### src/rtl/mips_multicycle_controller_if.sv
// Datapath <-> controller bundle for the multi-cycle MIPS.
//   master : controller side (consumes opcode/func/zero, drives controls)
//   slave  : datapath side (drives opcode/func/zero, consumes controls)
// AluOperation: 000 AND, 001 OR, 010 ADD, 110 SUB, 111 SLT.
interface mips_multicycle_controller_if;
  logic [5:0] opcode;
  logic [5:0] func;
  logic       zero;
  logic       PCLoad;
  logic       IorD;
  logic       MemRead;
  logic       MemWrite;
  logic       IRWrite;
  logic       RegWrite;
  logic       RegDst;
  logic       R31;
  logic       MemToReg;
  logic       WriteLink;
  logic       AluSrcA;
  logic [1:0] AluSrcB;
  logic [2:0] AluOperation;
  logic [1:0] PCSrc;
  logic       InstrDone;
  logic       Illegal;
  logic [3:0] State;

  modport master (
    input  opcode, func, zero,
    output PCLoad, IorD, MemRead, MemWrite, IRWrite, RegWrite, RegDst, R31,
           MemToReg, WriteLink, AluSrcA, AluSrcB, AluOperation, PCSrc,
           InstrDone, Illegal, State
  );

  modport slave (
    output opcode, func, zero,
    input  PCLoad, IorD, MemRead, MemWrite, IRWrite, RegWrite, RegDst, R31,
           MemToReg, WriteLink, AluSrcA, AluSrcB, AluOperation, PCSrc,
           InstrDone, Illegal, State
  );
endinterface

### src/rtl/mips_multicycle_controller.sv
// Moore control FSM for the multi-cycle MIPS datapath.
//   clk : rising-edge clock
//   rst : asynchronous active-high reset (state -> FETCH, all outputs 0)
//   bus : master side of mips_multicycle_controller_if (opcode/func/zero in,
//         mux selects, write enables, ALU op, PCLoad, InstrDone, Illegal,
//         State out)
module mips_multicycle_controller (
  input  logic                         clk,
  input  logic                         rst,
  mips_multicycle_controller_if.master bus
);

  typedef enum logic [3:0] {
    S_FETCH    = 4'd0,
    S_DECODE   = 4'd1,
    S_MEMADR   = 4'd2,
    S_MEMRD    = 4'd3,
    S_MEMWB    = 4'd4,
    S_MEMWR    = 4'd5,
    S_RTYPE_EX = 4'd6,
    S_RTYPE_WB = 4'd7,
    S_BEQ      = 4'd8,
    S_IMM_EX   = 4'd9,
    S_IMM_WB   = 4'd10,
    S_JUMP     = 4'd11,
    S_JAL      = 4'd12,
    S_JR       = 4'd13
  } state_e;

  localparam logic [5:0] OP_RTYPE = 6'b000000;
  localparam logic [5:0] OP_LW    = 6'b100011;
  localparam logic [5:0] OP_SW    = 6'b101011;
  localparam logic [5:0] OP_BEQ   = 6'b000100;
  localparam logic [5:0] OP_ADDI  = 6'b001000;
  localparam logic [5:0] OP_SLTI  = 6'b001010;
  localparam logic [5:0] OP_J     = 6'b000010;
  localparam logic [5:0] OP_JAL   = 6'b000011;

  localparam logic [5:0] F_ADD = 6'b100000;
  localparam logic [5:0] F_SUB = 6'b100010;
  localparam logic [5:0] F_AND = 6'b100100;
  localparam logic [5:0] F_OR  = 6'b100101;
  localparam logic [5:0] F_SLT = 6'b101010;
  localparam logic [5:0] F_JR  = 6'b001000;

  localparam logic [2:0] ALU_AND = 3'b000;
  localparam logic [2:0] ALU_OR  = 3'b001;
  localparam logic [2:0] ALU_ADD = 3'b010;
  localparam logic [2:0] ALU_SUB = 3'b110;
  localparam logic [2:0] ALU_SLT = 3'b111;

  state_e state_q, state_d;

  // Instruction decode shared by the next-state and output processes.
  state_e     dec_next;
  logic       dec_illegal;
  logic [2:0] rtype_alu_op;

  always_comb begin
    dec_next    = S_FETCH;
    dec_illegal = 1'b1;
    case (bus.opcode)
      OP_RTYPE: begin
        case (bus.func)
          F_ADD, F_SUB, F_AND, F_OR, F_SLT: begin
            dec_next    = S_RTYPE_EX;
            dec_illegal = 1'b0;
          end
          F_JR: begin
            dec_next    = S_JR;
            dec_illegal = 1'b0;
          end
          default: ;
        endcase
      end
      OP_LW, OP_SW: begin
        dec_next    = S_MEMADR;
        dec_illegal = 1'b0;
      end
      OP_BEQ: begin
        dec_next    = S_BEQ;
        dec_illegal = 1'b0;
      end
      OP_ADDI, OP_SLTI: begin
        dec_next    = S_IMM_EX;
        dec_illegal = 1'b0;
      end
      OP_J: begin
        dec_next    = S_JUMP;
        dec_illegal = 1'b0;
      end
      OP_JAL: begin
        dec_next    = S_JAL;
        dec_illegal = 1'b0;
      end
      default: ;
    endcase
  end

  always_comb begin
    case (bus.func)
      F_SUB:   rtype_alu_op = ALU_SUB;
      F_AND:   rtype_alu_op = ALU_AND;
      F_OR:    rtype_alu_op = ALU_OR;
      F_SLT:   rtype_alu_op = ALU_SLT;
      default: rtype_alu_op = ALU_ADD;
    endcase
  end

  // State register
  always_ff @(posedge clk or posedge rst) begin
    if (rst) state_q <= S_FETCH;
    else     state_q <= state_d;
  end

  // Next-state logic
  always_comb begin
    state_d = S_FETCH;
    case (state_q)
      S_FETCH:    state_d = S_DECODE;
      S_DECODE:   state_d = dec_next;
      S_MEMADR:   state_d = (bus.opcode == OP_SW) ? S_MEMWR : S_MEMRD;
      S_MEMRD:    state_d = S_MEMWB;
      S_RTYPE_EX: state_d = S_RTYPE_WB;
      S_IMM_EX:   state_d = S_IMM_WB;
      default:    state_d = S_FETCH;
    endcase
  end

  // Output logic
  logic       pc_write, pc_write_cond;
  logic       iord, mem_read, mem_write, ir_write, reg_write, reg_dst, r31;
  logic       mem_to_reg, write_link, alu_src_a, instr_done, illegal;
  logic [1:0] alu_src_b, pc_src;
  logic [2:0] alu_op;

  always_comb begin
    pc_write      = 1'b0;
    pc_write_cond = 1'b0;
    iord          = 1'b0;
    mem_read      = 1'b0;
    mem_write     = 1'b0;
    ir_write      = 1'b0;
    reg_write     = 1'b0;
    reg_dst       = 1'b0;
    r31           = 1'b0;
    mem_to_reg    = 1'b0;
    write_link    = 1'b0;
    alu_src_a     = 1'b0;
    instr_done    = 1'b0;
    illegal       = 1'b0;
    alu_src_b     = 2'b00;
    pc_src        = 2'b00;
    alu_op        = ALU_ADD;
    case (state_q)
      S_FETCH: begin
        mem_read  = 1'b1;
        ir_write  = 1'b1;
        alu_src_b = 2'b01;
        pc_write  = 1'b1;
      end
      S_DECODE: begin
        alu_src_b = 2'b11;
        illegal   = dec_illegal;
      end
      S_MEMADR: begin
        alu_src_a = 1'b1;
        alu_src_b = 2'b10;
      end
      S_MEMRD: begin
        iord     = 1'b1;
        mem_read = 1'b1;
      end
      S_MEMWB: begin
        mem_to_reg = 1'b1;
        reg_write  = 1'b1;
        instr_done = 1'b1;
      end
      S_MEMWR: begin
        iord       = 1'b1;
        mem_write  = 1'b1;
        instr_done = 1'b1;
      end
      S_RTYPE_EX: begin
        alu_src_a = 1'b1;
        alu_op    = rtype_alu_op;
      end
      S_RTYPE_WB: begin
        reg_dst    = 1'b1;
        reg_write  = 1'b1;
        instr_done = 1'b1;
      end
      S_BEQ: begin
        alu_src_a     = 1'b1;
        alu_op        = ALU_SUB;
        pc_src        = 2'b01;
        pc_write_cond = 1'b1;
        instr_done    = 1'b1;
      end
      S_IMM_EX: begin
        alu_src_a = 1'b1;
        alu_src_b = 2'b10;
        alu_op    = (bus.opcode == OP_SLTI) ? ALU_SLT : ALU_ADD;
      end
      S_IMM_WB: begin
        reg_write  = 1'b1;
        instr_done = 1'b1;
      end
      S_JUMP: begin
        pc_src     = 2'b10;
        pc_write   = 1'b1;
        instr_done = 1'b1;
      end
      S_JAL: begin
        pc_src     = 2'b10;
        pc_write   = 1'b1;
        r31        = 1'b1;
        write_link = 1'b1;
        reg_write  = 1'b1;
        instr_done = 1'b1;
      end
      S_JR: begin
        pc_src     = 2'b11;
        pc_write   = 1'b1;
        instr_done = 1'b1;
      end
      default: alu_op = '0;
    endcase
  end

  // Reset masks every output combinationally so nothing (FETCH enables
  // included) is driven while rst is high, without waiting for a clock.
  assign bus.PCLoad       = ~rst & (pc_write | (pc_write_cond & bus.zero));
  assign bus.IorD         = ~rst & iord;
  assign bus.MemRead      = ~rst & mem_read;
  assign bus.MemWrite     = ~rst & mem_write;
  assign bus.IRWrite      = ~rst & ir_write;
  assign bus.RegWrite     = ~rst & reg_write;
  assign bus.RegDst       = ~rst & reg_dst;
  assign bus.R31          = ~rst & r31;
  assign bus.MemToReg     = ~rst & mem_to_reg;
  assign bus.WriteLink    = ~rst & write_link;
  assign bus.AluSrcA      = ~rst & alu_src_a;
  assign bus.InstrDone    = ~rst & instr_done;
  assign bus.Illegal      = ~rst & illegal;
  assign bus.AluSrcB      = rst ? '0 : alu_src_b;
  assign bus.PCSrc        = rst ? '0 : pc_src;
  assign bus.AluOperation = rst ? '0 : alu_op;
  assign bus.State        = state_q;

endmodule

### src/flat_wrapper.sv
// flat-port wrapper written by rule: the top's interface ports become plain ports
module mips_multicycle_controller_flat 
  (clk, rst, bus_opcode, bus_func, bus_zero, bus_PCLoad, bus_IorD, bus_MemRead, bus_MemWrite, bus_IRWrite, bus_RegWrite, bus_RegDst, bus_R31, bus_MemToReg, bus_WriteLink, bus_AluSrcA, bus_AluSrcB, bus_AluOperation, bus_PCSrc, bus_InstrDone, bus_Illegal, bus_State);
  mips_multicycle_controller_if bus_i ();
  input  logic clk;
  input  logic rst;
  input wire logic [$bits(bus_i.opcode)-1:0] bus_opcode;
  input wire logic [$bits(bus_i.func)-1:0] bus_func;
  input wire logic [$bits(bus_i.zero)-1:0] bus_zero;
  output wire logic [$bits(bus_i.PCLoad)-1:0] bus_PCLoad;
  output wire logic [$bits(bus_i.IorD)-1:0] bus_IorD;
  output wire logic [$bits(bus_i.MemRead)-1:0] bus_MemRead;
  output wire logic [$bits(bus_i.MemWrite)-1:0] bus_MemWrite;
  output wire logic [$bits(bus_i.IRWrite)-1:0] bus_IRWrite;
  output wire logic [$bits(bus_i.RegWrite)-1:0] bus_RegWrite;
  output wire logic [$bits(bus_i.RegDst)-1:0] bus_RegDst;
  output wire logic [$bits(bus_i.R31)-1:0] bus_R31;
  output wire logic [$bits(bus_i.MemToReg)-1:0] bus_MemToReg;
  output wire logic [$bits(bus_i.WriteLink)-1:0] bus_WriteLink;
  output wire logic [$bits(bus_i.AluSrcA)-1:0] bus_AluSrcA;
  output wire logic [$bits(bus_i.AluSrcB)-1:0] bus_AluSrcB;
  output wire logic [$bits(bus_i.AluOperation)-1:0] bus_AluOperation;
  output wire logic [$bits(bus_i.PCSrc)-1:0] bus_PCSrc;
  output wire logic [$bits(bus_i.InstrDone)-1:0] bus_InstrDone;
  output wire logic [$bits(bus_i.Illegal)-1:0] bus_Illegal;
  output wire logic [$bits(bus_i.State)-1:0] bus_State;
  assign bus_i.opcode = bus_opcode;
  assign bus_i.func = bus_func;
  assign bus_i.zero = bus_zero;
  assign bus_PCLoad = bus_i.PCLoad;
  assign bus_IorD = bus_i.IorD;
  assign bus_MemRead = bus_i.MemRead;
  assign bus_MemWrite = bus_i.MemWrite;
  assign bus_IRWrite = bus_i.IRWrite;
  assign bus_RegWrite = bus_i.RegWrite;
  assign bus_RegDst = bus_i.RegDst;
  assign bus_R31 = bus_i.R31;
  assign bus_MemToReg = bus_i.MemToReg;
  assign bus_WriteLink = bus_i.WriteLink;
  assign bus_AluSrcA = bus_i.AluSrcA;
  assign bus_AluSrcB = bus_i.AluSrcB;
  assign bus_AluOperation = bus_i.AluOperation;
  assign bus_PCSrc = bus_i.PCSrc;
  assign bus_InstrDone = bus_i.InstrDone;
  assign bus_Illegal = bus_i.Illegal;
  assign bus_State = bus_i.State;
  mips_multicycle_controller u_core (.clk(clk), .rst(rst), .bus(bus_i));
endmodule
### config.mk
export PLATFORM = sky130hd
export DESIGN_NAME = mips_multicycle_controller_flat
export DESIGN_NICKNAME = d
export VERILOG_FILES = /design/src/rtl/mips_multicycle_controller_if.sv /design/src/rtl/mips_multicycle_controller.sv /design/src/flat_wrapper.sv
export SDC_FILE = /design/constraint.sdc
export NUM_CORES = 1
export LEC_CHECK = 0
export ABC_CLOCK_PERIOD_IN_PS = 1400
export BUFFER_PORTS_ARGS = -buffer_cell sky130_fd_sc_hd__buf_4
export CELL_PAD_IN_SITES_DETAIL_PLACEMENT = 0
export CELL_PAD_IN_SITES_GLOBAL_PLACEMENT = 1
export CORE_MARGIN = 5
export CORE_UTILIZATION = 29
export CTS_BUF_LIST = sky130_fd_sc_hd__clkbuf_4
export DETAILED_ROUTE_END_ITERATION = 8
export GPL_TIMING_DRIVEN = 1
export HOLD_SLACK_MARGIN = 0.12
export PLACE_DENSITY_LB_ADDON = 0.1
export SLEW_MARGIN = 15
export SYNTH_ARGS = -nofsm -noshare
export SYNTH_HDL_FRONTEND = slang
export SYNTH_SLANG_ARGS = --single-unit
### constraint.sdc
create_clock -name clk -period 1.4 [get_ports clk]
set_input_delay 0.21 -clock clk [delete_from_list [all_inputs] [get_ports clk]]
set_output_delay 0.21 -clock clk [all_outputs]
set_load 0.005 [all_outputs]
==> flow_summary.ini, run 1 <==
[outcome]
outcome = finished, violations left
violations = negative setup slack

[layout]
antennaDiodeCount = 0
largest_reg_flops = 4
final_nets = 223
syn2layout_area_growth_pct = 129.1
drive_above_1_share_pct = 71.98
mostFrequentLayoutCell = buf_4
stdcell_area_sq_um = 1861
finalCoreUtilization_pct = 68.65
layoutNonFillerInstCount = 238
layout_common_cells = buf_4, buf_6, nand2_1

[sta]
fin_ws_ps = -345.9
fin_crit_sh_pct = 124.7
slew_headroom_pct = 74.47
rsz0062_at_grt = true
skew_ps = 0.3298
setup_viol = 22
whs_ps = 322.9
fmax_mhz = 572.8
fin_setup_tns_ps = -4522
min_period_ps = 1746
worst_pin_slew_ps = 379.5
finalHoldViolCount = 0
slew_violations = 0

[route]
drc = 0
dr.pass1.iters = 4
drt_iter0_markers = 37
drt-total-wl_microns = 3520
ant_nets = 0
routed_via_density = 5.294
vias = 1260
routedWlPerCell_microns = 14.79

[clock_network]
cts_max_level = 1
cts_tree = done
clockBufferDepth = 2
cts_buffers = 3
clkLatencyLatePin_ps = 240
clock-sinks = 4
clockRootBuffer = clkbuf_4
path_clk_slew_ps = 40

[synthesis]
synth_compound_area_share_pct = 27.27
ys_seq_area_share_pct = 12.33
synth_seq_cells = 4
synthTopCellsByArea = dfrtp_1, nand2b_1, nand2_1
synth_xor_area_share_pct = 1.079
synthSimpleGateAreaFrac_pct = 50.08
synthAdderAreaFrac_pct = 0
synth_cell_type_count = 45
ys_warn_count = 0
synth_top_family_by_area = simple AND/OR/NAND/NOR gates
syn_inst = 122
synth_top_area_share_pct = 12.33
synthMuxAreaShare_pct = 1.233
synth_top_cell_by_area = dfrtp_1
syn_nets = 137
netlist_area_sq_um = 812.0
avgSynthCellArea_sq_um = 6.656

[critical_path]
path_cells = or3_4 > nor2_4 > o31ai_2 > and3b_1 > buf_4
cp_slowest_stage_delay_ps = 410
crit_type = register to primary output
cp.arrival_ps = 1540
start_kind = register
endpoint_kind = primary output
crit_required_ps = 1190
crit_fanout = 2
cp_slowest_cell = or3_4

[grt]
grt_pass1_wl_microns = 5747
antenna_found_initial = 0
grt_use_total_pct = 17.04
grt_pass1_vias = 1319
gr-total-overflow = 0
grt_max_degree = 13

[place]
port_buffers = 38
dp_hpwl_microns = 2452
pre_cts_ws_ps = -165.6
place_inst = 222
place_congestion = 0.8412
placed_cell_area_sq_um = 1401

[power_and_ir_drop]
power.density_nw_per_um2 = 1127
p_leak_nw = 0.7973
power.total_mw = 2.098
ir_drop_v = 0.0009651

[hold_path]
hp-class = primary input to asynchronous set/reset pin

[die]
start_util_pct = 29.96
dieWidth_microns = 62.92
num_rows = 19
dieArea_sq_um = 3958
io_pins = 39
core-area_sq_um = 2710
die_h_microns = 62.92

[flow_run]
maxCapViolations = 0
## final cells by class
cell class,instances,area (sq um)
inverter,3,16.27
sequential,4,103.9
multi-input combinational,106,924.6
fill,219,849.6
clock buffer,4,30.03
timing repair buffer,90,747.0
tap,31,38.79
## worst max-delay path: cells and delay by family, from the launching register on
| family | cells | cell delay (ps) |
|---|---|---|
| AOI/OAI and AO/OA | 1 | 80 |
| and+or+nand+nor | 3 | 740 |
| DFF | 1 | 370 |
| buffers and inverters | 1 | 110 |
## report_power, final
part | switching (mW) | internal (mW) | total [mW] | leakage (nW)
Sequential | 0.0596 | 0.150 | 0.209 | 0.0489
Clock | 0.0537 | 0.127 | 0.180 | 0.0184
Combinational | 0.749 | 0.959 | 1.71 | 0.730
## kinds of logic (layout without fill, tap and decap cells)
logic type / count (synthesis) / in the layout
AOI/OAI and AO/OA: 31 / 31
DFF: 4 / 4
xor gates and xnor gates: 1 / 1
buffers and inverters: 12 / 97
muxes: 1 / 1
and+or+nand+nor: 73 / 73
## final timing paths
| check | start | to | slack (ps) | depth (start not counted) |
|---|---|---|---|---|
| worst max-delay path | u_core.bus.State[3] | bus_Illegal | -350 | 5 |
| worst min-delay path | rst | u_core.bus.State[0] | 320 | 5 |
| worst max register to register | u_core.bus.State[1] | u_core.bus.State[2] | -20 | 6 |
| worst min register to register | u_core.bus.State[2] | u_core.bus.State[1] | 780 | 3 |
| max in group asynchronous | rst | u_core.bus.State[1] | 960 | 5 |
| min in group clk | bus_opcode[0] | u_core.bus.State[3] | 420 | 4 |
## timing repair
action	in CTS	in global routing
setup buffers	13	1
setup endpoints to repair	20	23
pin swaps	18	19
gates resized for setup	56	27
hold buffers	0	0
## layer usage
metal	vias to the layer above	wire length [microns]	track usage, %
met4	0	67	5.836
met5	-	0	0
li1	629	-	-
met1	589	1446	19.42
met2	36	1856	31.41
met3	6	149	2.698
## cell usage after synthesis
library cell,n
o221ai_2,1
nor4_2,1
inv_1,3
and2_1,1
buf_2,4
or2_2,1
xnor2_1,1
nor2b_1,7
dfrtp_1,4
buf_6,1
or2_1,2
nand3_1,3
o31ai_1,2
and3_1,1
a31oi_1,3
a22oi_1,3
nor4bb_1,1
and3b_1,1
mux2i_1,1
nor2_1,13
o21ai_1,1
or2_4,1
nor3_1,9
nand2b_1,8
clkbuf_1,2
buf_4,2
o41ai_1,1
o21ai_0,4
and4_1,1
nor2_2,1
nand4b_1,1
o32ai_1,1
a211oi_1,3
a21o_1,1
a211o_1,1
a21oi_1,7
nand4_1,1
nor4_1,3
nor4b_2,1
nand2_1,13
o22a_1,1
or3_1,2
a311oi_2,1
o32a_1,1
or4_1,1
Power figures use the tool's default switching activity.
==> inputs of run 2 (changes only) <==
--- a/config.mk
+++ b/config.mk
@@ -18,3 +18,3 @@
 export PLACE_DENSITY_LB_ADDON = 0.1
-export SLEW_MARGIN = 15
+export SLEW_MARGIN = 20
 export SYNTH_ARGS = -nofsm -noshare
--- a/constraint.sdc
+++ b/constraint.sdc
@@ -3,2 +3,2 @@
 set_output_delay 0.21 -clock clk [all_outputs]
-set_load 0.005 [all_outputs]
+set_load 0.1 [all_outputs]
==> run 2 against run 1 <==
Final cell count fell by 0.42%. The run still ends with negative setup slack left. Clock-buffer cell count down 1. Critical endpoint unchanged. Total power increased by 47%. Largest power group unchanged. Highest routed layer unchanged.
==> flow_summary.ini, run 2 (synthesis gave the netlist of run 1 again) <==
[outcome]
outcome = finished, violations left
violations = negative setup slack

[route]
routed_via_density = 5.291
drt_iter0_markers = 26
ant_nets = 0
routedWlPerCell_microns = 16.02
drc = 0
dr.pass1.iters = 4
vias = 1254
drt-total-wl_microns = 3796

[hold_path]
hp-start = bus_opcode[0]
whs_path_depth = 4
hp-class = primary input to register
hold-path-endpoint = u_core.bus.State[0]

[sta]
slew_violations = 0
skew_ps = 1.135
min_period_ps = 1944
fin_ws_ps = -544.1
fmax_mhz = 514.4
slew_headroom_pct = 73.74
setup_viol = 24
finalHoldViolCount = 0
fin_crit_sh_pct = 138.9
rsz0062_at_grt = true
worst_pin_slew_ps = 390.3

[layout]
final-seq-area_sq_um = 115.1
mostFrequentLayoutCell = buf_4
layout_common_cells = buf_4, buf_12, nand2_1
multi_input_area_sq_um = 959.7
antennaDiodeCount = 0
finalCoreUtilization_pct = 77.70
largest_reg_flops = 4
fill_cells = 179
final_nets = 223
drive_above_1_share_pct = 70.87
syn2layout_area_growth_pct = 159.3

[place]
port_buffers = 38
pre_cts_ws_ps = -424.5
dp_hpwl_microns = 2579
place_congestion = 0.8273

[grt]
grt_max_degree = 16
grt_pass1_vias = 1355
grt_pass1_wl_microns = 6285
gr-total-overflow = 0
antenna_found_initial = 0
grt_use_total_pct = 19.29

[critical_path]
r2r_end = u_core.bus.State[2]
reg2reg_from = u_core.bus.State[1]
path_buf_inv = 1
path_cells = or3_4 > nor2_4 > o31ai_2 > and3b_4 > buf_12
crit_required_ps = 1190
endpoint_kind = primary output
cp.arrival_ps = 1730
r2r_cells = 5
crit_family = simple AND/OR/NAND/NOR gates
crit_fanout = 2
cp_slowest_stage_delay_ps = 460
cp_slowest_cell = dfrtp_4
start_kind = register
crit_type = register to primary output
r2r_slack_ps = -110

[clock_network]
ctsHoldBuffers = 0
path_clk_slew_ps = 40
clock-sinks = 4
cts_buffers = 3
cts_max_level = 1
cts_tree = done
clockRootBuffer = clkbuf_4
clkLatencyLatePin_ps = 230
clockBufferDepth = 2

[die]
start_util_pct = 29.96
io_pins = 39
dieWidth_microns = 62.92
num_rows = 19
core-area_sq_um = 2710
die_h_microns = 62.92
dieArea_sq_um = 3958

[power_and_ir_drop]
ir_drop_v = 0.001662
p_leak_nw = 0.8313
power.density_nw_per_um2 = 1463

[flow_run]
maxCapViolations = 0
==> run 2: worst max path at each step <==
stage	cells past startpoint	end	slack, ps	startpoint
finish	5	bus_Illegal	-540	u_core.bus.State[3]
global route	6	bus_AluOperation[2]	-600	u_core.bus.State[1]
CTS	5	bus_Illegal	-530	u_core.bus.State[3]
detailed placement	5	bus_Illegal	-420	u_core.bus.State[3]
global placement	5	bus_Illegal	-430	u_core.bus.State[3]
floorplan	4	bus_WriteLink	-1140	u_core.bus.State[0]
==> run 2: cell type report <==
cell class | count | area share (%)
inverters | 3 | 0.5348
flip-flops and latches | 4 | 5.466
clock buffers | 3 | 1.070
multi-input cells | 106 | 45.57
well taps | 31 | 1.842
repair buffers | 90 | 45.51
==> run 2: repair_timing <==
| item | in CTS | in global routing |
|---|---|---|
| endpoints found under the setup margin | 23 | 25 |
| gates resized for setup | 81 | 15 |
| setup buffers | 1 | 3 |
| pin swaps | 10 | 5 |
==> run 2: per-layer routing <==
metal  track usage, %  wire length [microns]
met3            1.978                    139
met2            36.15                   2156
met5                0                      0
met1            21.82                   1435
met4            7.427                     65
==> run 2: where the power goes <==
part | internal (mW) | total [mW] | switching, mW
clock | 0.0958 | 0.142 | 0.0463
sequential | 0.164 | 0.218 | 0.0539
combinational | 1.13 | 2.72 | 1.59
total | 1.39 | 3.08 | 1.69
==> run 2: worst register-to-register path, delay by kind of cell, from the launching register on <==
| kind | cells | cell delay [ps] |
|---|---|---|
| buf+inv | 2 | 300 |
| compound gates | 2 | 390 |
| flops | 1 | 500 |
| simple gates | 1 | 210 |
==> run 2: per-stage QoR <==
step	total power [mW]	hold WS (ps)	cell area [sq um]	TNS [ps]	instances
after floorplan	1.714	-15.68	1080	-13730	122
after global placement	2.298	582.1	1665	-5648	230
after detailed placement	2.313	589.5	1665	-5899	230
after CTS	2.891	342.5	2028	-8722	234
after global routing	3.222	376.7	2106	-10510	237
final	3.081	358.8	2106	-9270	237
==> inputs of run 3 (changes only) <==
Settings changed: PLACE_DENSITY from default to 0.78, PLACE_DENSITY_LB_ADDON 0.1 to default.
==> run 3 against run 2 <==
The flow still finishes with violations (negative setup slack). Total power up 7.6%. Combinational power up 7.7%. Largest power group unchanged. Maximum frequency down 0.21%. Global-route usage up 1.6 points. Sequential power up 9.6%. Design area up 4.8%. Critical endpoint unchanged. Clock power up 6%.
==> flow_summary.ini, run 3 (synthesis gave the netlist of run 1 again) <==
[place]
placed_cell_area_sq_um = 1635
dp_hpwl_microns = 2683
place_inst = 226
place_congestion = 0.8864
port_buffers = 38

[sta]
min_period_ps = 1948
slew_violations = 0
setup_viol = 21
skew_ps = 1.884
rsz0062_at_grt = true
fin_ws_ps = -548.2
fmax_mhz = 513.3
worst_pin_slew_ps = 382.6
slew_headroom_pct = 74.26
finalHoldViolCount = 0
fin_crit_sh_pct = 139.2

[die]
die_h_microns = 62.92
dieArea_sq_um = 3958
core-area_sq_um = 2710
num_rows = 19
io_pins = 39
dieWidth_microns = 62.92
start_util_pct = 29.96

[route]
ant_nets = 0
met3_length_microns = 134
dr.pass1.iters = 4
met1_length_microns = 1588
wl_met2_microns = 2358
dr.max_layer_used = met4
routed_via_density = 5.453
routedWlPerCell_microns = 17.71
vias = 1287
drt-total-wl_microns = 4180
drt_iter0_markers = 26
drc = 0

[layout]
layoutNonFillerInstCount = 236
mostFrequentLayoutCell = buf_4
fill_cells = 168
antennaDiodeCount = 0
largest_reg_flops = 4
final-seq-area_sq_um = 115.1
final_nets = 222
stdcell_area_sq_um = 2207
drive_above_1_share_pct = 73.17
layout_common_cells = buf_4, buf_12, buf_6
multi_input_area_sq_um = 1020
syn2layout_area_growth_pct = 171.8

[outcome]
violations = negative setup slack
outcome = finished, violations left

[power_and_ir_drop]
p_leak_nw = 0.8759
ir_drop_v = 0.001874
power.total_mw = 3.316
power.density_nw_per_um2 = 1502

[clock_network]
clockBufferDepth = 2
cts_buffers = 3
path_clk_slew_ps = 40
clock-sinks = 4
ctsHoldBuffers = 0
clockRootBuffer = clkbuf_4
clkLatencyLatePin_ps = 240
cts_tree = done
cts_max_level = 1

[critical_path]
r2r_slack_ps = 10
crit_required_ps = 1190
endpoint_kind = primary output
cp.arrival_ps = 1740
start_kind = register
crit_type = register to primary output
crit_fanout = 2

[grt]
grt_max_degree = 14
grt_use_total_pct = 20.89
antenna_found_initial = 0
grt_pass1_vias = 1374
gr-total-overflow = 0
grt_pass1_wl_microns = 6665

[hold_path]
hp-class = primary input to asynchronous set/reset pin

[flow_run]
maxCapViolations = 0
run 3: changes by cell type in the layout (fill, tap and decap cells not counted), sizes merged:
cell / previous run / this run
buf: 90 / 89
run 3: timing repair:
action / 4_1_cts / 5_1_grt
setup endpoints to repair: 23 / 25
resized for setup: 101 / 14
setup buffers: 3 / 4
gates cloned: 0 / 0
pin swaps: 12 / 6
run 3: per-layer routing:
metal	GRT usage (%)	up-vias
li1	-	618
met4	8.488	0
met2	40.13	37
met3	2.338	6
met5	0	-
met1	22.52	626
run 3: path summary, 6_finish.rpt:
path                                     startpoint                  end  cells after the start
worst max register to register  u_core.bus.State[2]  u_core.bus.State[2]                      6
worst min register to register  u_core.bus.State[1]  u_core.bus.State[3]                      2
max in group asynchronous                       rst  u_core.bus.State[2]                      5
worst max-delay path            u_core.bus.State[3]          bus_Illegal                      5
min in group clk                      bus_opcode[0]  u_core.bus.State[0]                      4
worst min-delay path                            rst  u_core.bus.State[0]                      5
run 3: layout make-up:
class | instances | area share (%)
Tap cell | 31 | 1.757
Timing Repair Buffer | 89 | 45.07
Clock buffer | 3 | 1.020
Multi-Input combinational cell | 106 | 46.20
Inverter | 3 | 0.7370
Sequential cell | 4 | 5.215
run 3: worst max-delay path: stages, from the launching register on:
cell,delay [ps]
dfrtp_4,470
or3_4,400
nor2_2,90
o31ai_1,60
and3b_4,310
buf_12,170
run 3: report_power, final:
group	leakage (nW)	internal (mW)	switching [mW]
clock network	0.0138	0.0964	0.0548
registers	0.0465	0.165	0.0742
logic	0.816	1.27	1.65
total	0.876	1.53	1.78
run 3: through the flow:
stage | TNS [ps] | util [%] | worst slack, ps | hold slack [ps]
after floorplan | -13730 | - | -1143 | -15.68
after global placement | -5527 | 60.34 | -381.6 | 505.0
after detailed placement | -5827 | 60.34 | -376.5 | 506.2
after CTS | -8282 | 77.65 | -539.9 | 255.3
after global routing | -9889 | 81.44 | -589.8 | 300.5
final | -8991 | 81.44 | -548.2 | 288.8
